<file path="config.mk">
export PLATFORM = sky130hd
export DESIGN_NAME = multicast_fork
export DESIGN_NICKNAME = d
export VERILOG_FILES = /design/src/rtl/multicast_pkg.sv /design/src/rtl/mf_fifo.sv /design/src/rtl/multicast_fork.sv
export SDC_FILE = /design/constraint.sdc
export NUM_CORES = 1
export LEC_CHECK = 0
export ABC_AREA = 1
export CELL_PAD_IN_SITES_DETAIL_PLACEMENT = 1
export CELL_PAD_IN_SITES_GLOBAL_PLACEMENT = 1
export CORE_MARGIN = 2
export CORE_UTILIZATION = 33
export DETAILED_ROUTE_END_ITERATION = 6
export GPL_ROUTABILITY_DRIVEN = 0
export PLACE_DENSITY_LB_ADDON = 0.1
export SKIP_LAST_GASP = 1
export SLEW_MARGIN = 5
export SYNTH_ARGS = -nofsm -noshare
export SYNTH_HDL_FRONTEND = slang
export SYNTH_SLANG_ARGS = --single-unit
</file>
<file path="constraint.sdc">
create_clock -name clk -period 1.5 [get_ports clk]
set_clock_uncertainty 0.05 [all_clocks]
set_input_delay 0.375 -clock clk [delete_from_list [all_inputs] [get_ports clk]]
set_output_delay 0.375 -clock clk [all_outputs]
set_load 0.03 [all_outputs]
</file>
<file path="src/rtl/multicast_pkg.sv">
// Shared helpers for the multicast fork: pointer sizing for the packet FIFO.
package multicast_pkg;

  // Pointer width for a FIFO of the given depth; never narrower than one bit.
  function automatic int ptr_width(input int depth);
    return (depth > 1) ? $clog2(depth) : 1;
  endfunction

endpackage

</file>
<file path="src/rtl/mf_fifo.sv">
// Synchronous FIFO with combinational head read; push is refused when full,
// pop is ignored when empty.
module mf_fifo
  import multicast_pkg::*;
#(
  parameter int EW    = 8,
  parameter int DEPTH = 2
) (
  input  logic                       clk,
  input  logic                       rst,
  input  logic                       push,
  input  logic                       pop,
  input  logic [EW-1:0]              din,
  output logic [EW-1:0]              dout,
  output logic                       full,
  output logic                       empty,
  output logic [ptr_width(DEPTH):0]  count
);

  localparam int PW = ptr_width(DEPTH);
  localparam logic [PW-1:0] LAST = PW'(DEPTH - 1);
  localparam logic [PW:0]   FULL_CNT = (PW + 1)'(DEPTH);

  logic [EW-1:0] mem [DEPTH];
  logic [PW-1:0] wr_ptr;
  logic [PW-1:0] rd_ptr;
  logic          do_push;
  logic          do_pop;

  assign full    = (count == FULL_CNT);
  assign empty   = (count == '0);
  assign do_push = push & ~full;
  assign do_pop  = pop & ~empty;
  assign dout    = mem[rd_ptr];

  // NOTE: sequential state uses non-blocking assignments so every register
  // samples pre-edge values regardless of statement order.
  always_ff @(posedge clk) begin
    if (rst) begin
      wr_ptr <= '0;
      rd_ptr <= '0;
      count  <= '0;
    end else begin
      if (do_push) wr_ptr <= (wr_ptr == LAST) ? '0 : wr_ptr + 1'b1;
      if (do_pop)  rd_ptr <= (rd_ptr == LAST) ? '0 : rd_ptr + 1'b1;
      case ({do_push, do_pop})
        2'b10:   count <= count + 1'b1;
        2'b01:   count <= count - 1'b1;
        default: count <= count;
      endcase
    end
  end

  // NOTE: storage is deliberately not reset; count alone decides which
  // entries are visible, so stale contents are never observed.
  always_ff @(posedge clk) begin
    if (do_push) mem[wr_ptr] <= din;
  end

endmodule

</file>
<file path="src/rtl/multicast_fork.sv">
// Buffers masked packets and delivers each one to every selected output,
// retiring the head only after all selected outputs have handshaken.
module multicast_fork
  import multicast_pkg::*;
#(
  parameter int WIDTH = 4,
  parameter int NOUT  = 2,
  parameter int DEPTH = 2,
  parameter int CNTW  = 8
) (
  input  logic              clk,
  input  logic              rst,
  input  logic              l_valid,
  output logic              l_ready,
  input  logic [WIDTH-1:0]  l_data,
  input  logic [NOUT-1:0]   l_mask,
  output logic [NOUT-1:0]   r_valid,
  input  logic [NOUT-1:0]   r_ready,
  output logic [WIDTH-1:0]  r_data,
  output logic [CNTW-1:0]   drop_cnt,
  output logic              busy
);

  typedef struct packed {
    logic [NOUT-1:0]  mask;
    logic [WIDTH-1:0] data;
  } entry_t;

  localparam int EW = $bits(entry_t);

  entry_t                    wr_entry;
  entry_t                    head;
  logic                      full;
  logic                      empty;
  logic                      push;
  logic                      pop;
  logic                      zero_head;
  logic [ptr_width(DEPTH):0] count;
  logic [NOUT-1:0]           sent;
  logic [NOUT-1:0]           done;

  assign wr_entry = '{mask: l_mask, data: l_data};
  assign l_ready  = ~full & ~rst;
  assign push     = l_valid & l_ready;
  assign busy     = |count;

  mf_fifo #(.EW(EW), .DEPTH(DEPTH)) u_fifo (
    .clk   (clk),
    .rst   (rst),
    .push  (push),
    .pop   (pop),
    .din   (wr_entry),
    .dout  (head),
    .full  (full),
    .empty (empty),
    .count (count)
  );

  // NOTE: every signal driven here gets a default first, so no path through
  // the block can leave a value held and infer a latch.
  always_comb begin
    r_valid   = '0;
    r_data    = '0;
    zero_head = 1'b0;
    if (!empty) begin
      r_valid   = head.mask & ~sent;
      r_data    = head.data;
      zero_head = (head.mask == '0);
    end
    done = sent | (r_valid & r_ready);
    pop  = ~empty & ((head.mask & ~done) == '0);
  end

  // Outputs already served stay masked until the head retires.
  always_ff @(posedge clk) begin
    if (rst)      sent <= '0;
    else if (pop) sent <= '0;
    else          sent <= done;
  end

  always_ff @(posedge clk) begin
    if (rst)                                 drop_cnt <= '0;
    else if (pop && zero_head && drop_cnt != '1) drop_cnt <= drop_cnt + 1'b1;
  end

endmodule

</file>
==> results.md <==
- The number of standard cells in the layout, taps in and fillers out is 274.
- The run finished, with violations left.
- The initialized floorplan defines 23 standard-cell rows.
- After floorplanning, the core was sized to cover 3940 µm².
- The final reports fail on setup timing.
- Summing every instance area after synthesis gives 1330 µm².
- Setup slack on the critical path of the routed design comes to -207 ps.
- The depth of the most critical reg-to-reg path is 13.
- The routed design could run at a clock period as short as 1710 ps.
- The relative slew slack is 79.2%.
- Before CTS, the worst setup slack after placement is -454 ps.
- The end-of-flow core utilization is 55.2%.
- For this run, the post-layout net count is 238.
- After clock tree synthesis, the clock-pin slew on the worst setup and hold paths is 90 ps.
- Synthesis instantiated 27 different standard cells from the library.
- Synthesis inferred 27 register bits.
- The worst setup path is of the register to register kind.
- The global-route wire length before repair is 5650 µm.
- Summed over its instances, the top area cell type makes up 27.0% of the synthesized netlist area.
- The cell chosen for the clock root is clkbuf_8.
- Synthesis handed over a netlist of 161 instances.
- In this run the count of I/O pins placed on the die edge is 27.
- The commonest cells after synthesis are nand2_1 (48), inv_1 (19), a21oi_1 (15), dfxtp_1 (15), nor2_1 (15).
- The peak clock frequency supported by timing is 586 MHz.
- The tightest min-delay check is of the primary input to register type.
- For this block, the routed nets add up to 3960 µm of wire.
- The number of enable flip-flop cells after synthesis is 12.
- By area the synthesized netlist is led by edfxtp_1 (27%), dfxtp_1 (23%), nand2_1 (14%).
- The sequential-to-total area share from yosys stat is 49.6%.
- The CTS tree is built.
- The number of clock sinks seen by CTS is 27.
- On the final layout, the worst hold slack is 454 ps.
- The initial antenna violation count came to 0.
- The share of layout cells above drive strength 1 is 48.2%.
- After legalization and detailed placement, the total HPWL measured 2580 µm.
- The transition time at the pin with the least slew margin is 312 ps.
- For this configuration, the core starts out at a cell density of 33.8%.
- The count of TritonRoute iterations in the first routing pass is 4.
- The average wire length per cell after detail routing is 14.4 µm.
- In the routed layout, each cell is associated on average with a via count of 4.72.
- The average instance area after synthesis is 8.28 µm².
- Yosys printed 0 warnings.
- Counting flops with an async set or reset pin after synthesis yields a share of 0%.
- The number of antenna diodes in the final layout is 0.
- The global route total overflow is 0.
- For the worst-skew pair, the clock arrives at the later sink with an insertion delay of 270 ps.
- Global routing consumed, over all layers together, 16.8% of the routing resources.
- The count of endpoints failing setup in the final report is 11.
- The static power due to leakage is 0.916 nW.
- The maximum number of pins on one net before global-route repair is 15.
- Compared with the post-synthesis result, the final layout area differs by 63.3%.
- Max-cap violations in this run came to 0.
- The data arrival at the endpoint of the critical path is 1830 ps.
- The nature of the critical path endpoint is a register.
- The overall via count from detail_route is 1294.
- In this run, placement finished with an instance count of 252.
- STA puts the critical path data required time at 1620 ps.
- The final count of hold timing violations is 0.
- No sink is reached through more buffers than the 2 on the longest clock path.
- The remaining routing DRC violations is 0.
- The largest fanout of any net on the critical path is 4.
- The most frequently used cell type in the post-synthesis netlist is nand2_1.
- For this run, the leading register cell type out of synthesis is dfxtp_1.
- The count of input and output buffers is 26.
- The total power per unit cell area is 1800 nW/µm².
- The peak supply drop is 883 µV.
- The floorplan step defined a die boundary enclosing 4560 µm².
- The final-report max-slew violation count came to 0.
- After layout, the worst path uses 114% of the clock period.
- The floorplan step set the die height to 67.5 µm.
- The number of design-rule violations left by the first detailed-router iteration is 9.
- The die is 67.5 µm wide.
- The via count of the first global-routing pass was 1284.
- Setup repair after global routing could not meet its margin everywhere.
- The leading area contributor after synthesis is edfxtp_1.
- The number of nets handed over by synthesis was 174.
- Buffers inserted during clock tree synthesis total 3.
- Once detail routing completed, the nets flagged for antenna violations numbered 0.
- The kind of start point of the critical path is a register.
- Counting instances, the worst hold path has a depth of 3.
- The H-tree level count is 1.
[registers in the layout, indices dropped and copies added (netlist names), named ones only]
register / count
u_fifo.rd_ptr: 1
sent: 2
drop_cnt: 8
u_fifo.mem: 12
u_fifo.count: 2
u_fifo.wr_ptr: 1
[worst max-delay path, stage by stage (launching register included)]
cell,delay (ps)
dfxtp_4,390
clkinv_4,70
buf_6,110
nand2_1,70
nand2_2,80
nand3_2,90
nand3_2,90
inv_2,70
ha_4,150
nand2_2,70
inv_2,90
nor2_2,60
a21oi_2,160
nor3_2,60
[routing by layer]
metal / GRT usage (%) / vias up / share of wire (%)
met1: 21.0 / 628 / 42
li1: - / 645 / -
met5: 0 / - / 0
met2: 28.9 / 16 / 55
met4: 5.36 / 0 / 0.99
met3: 3.17 / 5 / 2.1
[final cells by class]
cell class                      count  area [µm²]
Fill cell                         452        1770
Sequential cell                    27         673
Tap cell                           50        62.6
Timing Repair Buffer               61         547
Inverter                           22        95.1
Multi-Input combinational cell    110         753
Clock buffer                        4        45.0
[repair_timing]
item,CTS,global route
buffers inserted,12,9
pin swaps,17,23
gates cloned,0,0
hold endpoints to repair,0,0
hold buffers,0,0
endpoints found under the setup margin,12,33
gates resized for setup,35,38
[final timing paths]
check / to / slack (ps) / start
setup / recovery: u_fifo.count[1] / -210 / register
hold / removal: sent[0] / 450 / r_ready[0]
setup reg to reg: u_fifo.count[1] / -210 / register
hold reg to reg: drop_cnt[7] / 470 / drop_cnt[7]
[through the flow]
stage          instance area (µm²)  total power (W)  setup TNS, ps
5_1_grt                       2180          0.00416          -2720
3_3_place_gp                  1760          0.00249          -4650
2_1_floorplan                 1370          0.00193           -672
3_5_place_dp                  1760          0.00255          -5300
4_1_cts                       1980          0.00338          -1370
6_report                      2180          0.00392          -1650
[layout by cell type (no fill, tap or decap), types with 2 or more instances in the layout]
cell type	instances
xnor2_1	2
clkbuf_8	3
buf_6	15
clkdlybuf4s50_1	8
nor2_2	2
nor2_4	6
dlygate4sd2_1	2
nand3_2	2
nand4_1	3
nor2_1	10
inv_1	15
nand2_2	12
dfxtp_1	11
nand3_1	2
inv_2	4
nand2_1	34
a21oi_1	8
o21ai_0	3
nor3_4	2
a21oi_2	7
buf_4	34
edfxtp_1	12
nand2_4	4
nand3_4	2
dfxtp_4	3
nand3b_1	3
o21ai_2	2
[cells by family after synthesis]
family | share of synthesized area (%)
xor gates and xnor gates | 1.97
DFF | 49.6
buffers and inverters | 8.07
and+or+nand+nor | 31.0
adders and majority gates | 1.88
AOI/OAI and AO/OA | 7.51
[where the power goes]
group / internal [W] / leakage (nW) / switching [W]
Combinational: 0.00119 / 0.659 / 0.00131
Sequential: 0.000898 / 0.235 / 0.000106
Clock: 0.000190 / 0.0228 / 0.000224
Total: 0.00228 / 0.916 / 0.00164
Power figures use the tool's default switching activity.
